<file path="config.mk">
export PLATFORM = sky130hd
export DESIGN_NAME = time_of_day_counter
export DESIGN_NICKNAME = d
export VERILOG_FILES = /design/src/rtl/time_of_day_counter.sv
export SDC_FILE = /design/constraint.sdc
export NUM_CORES = 1
export LEC_CHECK = 0
export ABC_CLOCK_PERIOD_IN_PS = 3800
export BUFFER_PORTS_ARGS = -buffer_cell sky130_fd_sc_hd__buf_2
export CORE_MARGIN = 2
export CORE_UTILIZATION = 47
export CTS_CLUSTER_DIAMETER = 30
export DETAILED_ROUTE_END_ITERATION = 7
export PLACE_DENSITY = 0.66
export SYNTH_ARGS = -nofsm -noshare
export SYNTH_HDL_FRONTEND = slang
export SYNTH_SLANG_ARGS = --single-unit
</file>
<file path="constraint.sdc">
create_clock -name clk -period 3.8 [get_ports clk]
set_input_delay 0.38 -clock clk [delete_from_list [all_inputs] [get_ports clk]]
set_output_delay 0.38 -clock clk [all_outputs]
set_load 0.02 [all_outputs]
</file>
<file path="src/rtl/time_of_day_counter.sv">
// Time-of-day stage: divides clk to a 1 s tick, keeps 24 h hh:mm:ss, pulses count_day at midnight.
// A button-driven set FSM edits hour and minute and emits set_day pulses for the downstream day counter.
module time_of_day_counter #(
    parameter int unsigned CLK_DIV = 50_000_000
) (
    input  logic       clk,
    input  logic       rst_n,
    input  logic       mode_btn,
    input  logic       inc_btn,
    output logic [5:0] sec,
    output logic [5:0] min,
    output logic [4:0] hour,
    output logic [1:0] mode,
    output logic       count_day,
    output logic       set_day
);

    localparam int unsigned PRE_W = (CLK_DIV > 1) ? $clog2(CLK_DIV) : 1;
    localparam logic [PRE_W-1:0] PRE_MAX = PRE_W'(CLK_DIV - 1);

    typedef enum logic [1:0] {
        RUN      = 2'd0,
        SET_HOUR = 2'd1,
        SET_MIN  = 2'd2,
        SET_DAY  = 2'd3
    } mode_t;

    mode_t            mode_q, mode_nxt;
    logic [PRE_W-1:0] pre_q, pre_nxt;
    logic [5:0]       sec_q, sec_nxt;
    logic [5:0]       min_q, min_nxt;
    logic [4:0]       hour_q, hour_nxt;
    logic             count_day_q, count_day_nxt;
    logic             set_day_q, set_day_nxt;

    always_ff @(posedge clk or negedge rst_n) begin
        if (!rst_n) begin
            mode_q      <= RUN;
            pre_q       <= '0;
            sec_q       <= '0;
            min_q       <= '0;
            hour_q      <= '0;
            count_day_q <= 1'b0;
            set_day_q   <= 1'b0;
        end else begin
            mode_q      <= mode_nxt;
            pre_q       <= pre_nxt;
            sec_q       <= sec_nxt;
            min_q       <= min_nxt;
            hour_q      <= hour_nxt;
            count_day_q <= count_day_nxt;
            set_day_q   <= set_day_nxt;
        end
    end

    always_comb begin
        mode_nxt      = mode_q;
        pre_nxt       = '0;
        sec_nxt       = sec_q;
        min_nxt       = min_q;
        hour_nxt      = hour_q;
        count_day_nxt = 1'b0;
        set_day_nxt   = 1'b0;

        // mode_btn takes priority over both the tick and inc_btn; prescaler restarts on any mode change
        if (mode_btn) begin
            unique case (mode_q)
                RUN:      mode_nxt = SET_HOUR;
                SET_HOUR: mode_nxt = SET_MIN;
                SET_MIN: begin
                    mode_nxt = SET_DAY;
                    sec_nxt  = '0;
                end
                SET_DAY:  mode_nxt = RUN;
                default:  mode_nxt = RUN;
            endcase
        end else begin
            unique case (mode_q)
                RUN: begin
                    if (pre_q == PRE_MAX) begin
                        if (sec_q == 6'd59) begin
                            sec_nxt = '0;
                            if (min_q == 6'd59) begin
                                min_nxt = '0;
                                if (hour_q == 5'd23) begin
                                    hour_nxt      = '0;
                                    count_day_nxt = 1'b1;
                                end else begin
                                    hour_nxt = hour_q + 5'd1;
                                end
                            end else begin
                                min_nxt = min_q + 6'd1;
                            end
                        end else begin
                            sec_nxt = sec_q + 6'd1;
                        end
                    end else begin
                        pre_nxt = pre_q + 1'b1;
                    end
                end
                SET_HOUR: begin
                    if (inc_btn) begin
                        hour_nxt = (hour_q == 5'd23) ? 5'd0 : hour_q + 5'd1;
                    end
                end
                SET_MIN: begin
                    if (inc_btn) begin
                        min_nxt = (min_q == 6'd59) ? 6'd0 : min_q + 6'd1;
                    end
                end
                SET_DAY: begin
                    set_day_nxt = inc_btn;
                end
                default: ;
            endcase
        end
    end

    assign sec       = sec_q;
    assign min       = min_q;
    assign hour      = hour_q;
    assign mode      = mode_q;
    assign count_day = count_day_q;
    assign set_day   = set_day_q;

endmodule

</file>
==> metrics <==
status finished clean; WL met1 2520 um; average wire per standard cell 14.3 um; RR Endpoint min[0]$_DFFE_PN0P_; P_leak 1.18 nW; Worst Setup SP pre_q[18]$_DFF_PN0_; Clk pwr share 21.3%; vias per cell about 5.5; Netlist cell types 42; WP buf/inv 0; Post-CTS Setup Bufs 0; top layer in use met4; Reg2Reg Setup Slack 1.19 ns; VDD IR max 0.216 mV; max_cap viols 0; cts hold-fix bufs 0; port bufs 24; met2 WL between 2000 and 3000 um; pwr/cell area between 400 and 500 nW/um2; CTS Sinks 47; DRT iter0 DRCs between 80 and 90; Reg-to-Reg Start pre_q[18]$_DFF_PN0_; Synth Flop Type dfrtp_1; Filler cells 540; first-pass GRT wire length roughly 9500 um; Core Rows 27; drt drc 0; Switching Share 37.4%; maximum clock rate around 0.38 GHz; total CTS buffers 5; maximum clock insertion buffer count 2; Post-synth ARST share 100%; Post-Syn Instances ~280; WP data arrival about 2.8 ns; critical path's slowest cell or4_4; Die Height ~79 um; largest net degree at the start of global routing 48; Reg2Reg Depth 5; switching power approximately 0.5 mW; Setup crit end kind flop; Gates resized, CTS repair 0; DR WL met3 ~140 um; die area 6160 um2; Comb pwr share a little under a third; aggregate global routing overflow 0; Worst Clk Skew roughly 0.010 ns; Setup crit start kind flop; # IOs 25; Worst Path Required 3.98 ns; max-slew violations 0; Max Fanout on Critical Path 6; Root Buffer Master clkbuf_8; Seq/Total Area, Yosys a little under half; yosys warns 0; Skew-Pair Late Insertion Delay approximately 0.3 ns; CP max stage delay just under 0.6 ns; minimum clock period 2.61 ns; RSZ-0062 raised after global routing false; critical setup path kind flop to flop; Flop pwr share a little under half; Core Region about 5400 um2; ratio of cells with drive above 1 in the final layout 13.2%; antenna-violating nets left 0; Worst path top cell family by delay simple AND/OR/NAND/NOR gates; Worst Hold Class input pin to asynchronous set/reset pin; CTS tree built; Final Cycle Share around 70%; chip width approximately 79 um; fin nets 315; internal power 0.857 mW; Fin Setup TNS 0 ns; GPL Wtd Cong about 0.85; CP Cell Sequence or4_4, nor4_1, nand4_1, a21boi_0, mux2_2; GRT Total Usage 19.3%; synthesis-to-layout area growth 9.74%; DP Wirelength about 3800 um; Yosys reg bits 47; final core utilization 52.6%; number of global-route vias before repair 2,038; syn avg cell area ~9.3 um2; syn_nets between 200 and 300; Setup violations, final 0; routed via count between 2,000 and 2,500; Worst-Margin Slew around 1.1 ns; antenna diode instance count 0; initial core utilization 48.0%; initial antenna violation count 0; max_slew headroom between 20% and 30%; number of failing hold endpoints at the final stage 0; H-tree depth 2; final wirelength 5390 um; clock-pin transition on the worst setup and hold timing paths 0.09 ns; Post-Syn Area ~2600 um2; WHS roughly 0.26 ns; drt pass-1 iters 4; Post-synth EDFFs 0
how the worst max path moves through the flow:
stage,slack (ns),to,cells past startpoint
3_5_place_dp,1.20,min[0]$_DFFE_PN0P_,5
3_3_place_gp,1.27,min[1]$_DFFE_PN0P_,5
6_report,1.19,min[0]$_DFFE_PN0P_,5
2_1_floorplan,1.43,hour[4]$_DFFE_PN0P_,5
5_1_grt,1.07,min[0]$_DFFE_PN0P_,5
4_1_cts,1.19,min[0]$_DFFE_PN0P_,5
power groups by stage:
stage / logic (mW) / registers (mW) / clock network [mW]
CTS: 0.431 / 0.652 / 0.305
finish: 0.426 / 0.652 / 0.292
global route: 0.481 / 0.668 / 0.326
detailed placement: 0.430 / 0.662 / 0
floorplan: 0.222 / 0.728 / 0
global placement: 0.422 / 0.660 / 0
layout make-up:
type / count / area (um2) / share of cell area (%)
Clock buffer: 7 / 76.3 / 2.67
Tap cell: 72 / 90.1 / 3.15
Inverter: 10 / 37.5 / 1.31
Multi-Input combinational cell: 215 / 1360 / 47.4
Timing Repair Buffer: 24 / 120 / 4.20
Clock inverter: 1 / 5.00 / 0.175
Sequential cell: 47 / 1180 / 41.1
per-stage QoR:
step	setup slack (ns)	cells	area, um2	total power, mW
finish	1.19	376	2860	1.37
global route	1.07	376	2860	1.47
CTS	1.19	376	2860	1.39
detailed placement	1.20	368	2780	1.09
global placement	1.27	368	2780	1.08
floorplan	1.43	282	2610	0.950
cell families (layout without fill, tap and decap cells):
kind of cell	count (synthesis)	after routing	synth area share [%]
xor+xnor	25	25	8.39
compound gates	33	33	8.30
mux	7	7	2.97
buf+inv	20	42	2.88
simple gates	142	142	28.5
flops	47	47	45.1
fa+ha+maj	8	8	3.84
placed cells by master (no fill, tap or decap), drive strengths merged, types with 2 or more instances in the layout:
master and instances:
and3b 2, a21oi 5, nand3 16, a21o 5, buf 24, nor4 9
dfrtp 47, clkbuf 7, nand2 22, a22o 3, inv 10, nor2 44
nor2b 3, xor2 9, and4 6, nand2b 2, or4 3, nand4 11
and3 2, o21ai 10, mux2 6, or2 2, xnor2 16, ha 8
a21boi 2, nor3 12, nor4b 4
registers in the layout (all words and copies together), names as in the netlist:
name	cells
min	6
count_day	1
hour	5
set_day	1
mode	2
pre_q	26
sec	6
per-layer routing:
metal  global-route usage (%)  vias to the layer above
li1                         -                     1042
met1                     24.9                      997
met2                     31.6                       33
met3                     4.37                        9
met4                     7.02                        0
met5                        0                        -
cell usage after synthesis (2+ instances only):
cell | number | area share (%)
nor4_1 | 8 | 1.9
a22o_1 | 3 | 1.0
ha_1 | 8 | 3.8
xor2_1 | 9 | 3.0
a21oi_1 | 5 | 0.96
inv_1 | 10 | 1.4
xnor2_1 | 16 | 5.4
mux2_1 | 2 | 0.86
nor4b_1 | 4 | 1.3
and4_1 | 6 | 2.0
nand3_1 | 16 | 3.1
nand2_1 | 22 | 3.2
nand2b_1 | 2 | 0.48
nand4_1 | 11 | 2.6
or2_2 | 2 | 0.48
a21o_1 | 5 | 1.4
or4_4 | 2 | 0.86
a21boi_0 | 2 | 0.58
and3_1 | 2 | 0.48
o21ai_0 | 10 | 1.9
and3b_1 | 2 | 0.67
dfrtp_1 | 47 | 45
clkbuf_1 | 10 | 1.4
mux2_2 | 4 | 1.7
nor2_1 | 44 | 6.3
nor3_1 | 12 | 2.3
nor2b_1 | 3 | 0.72
Note: power is estimated with default switching activity, not from simulation.
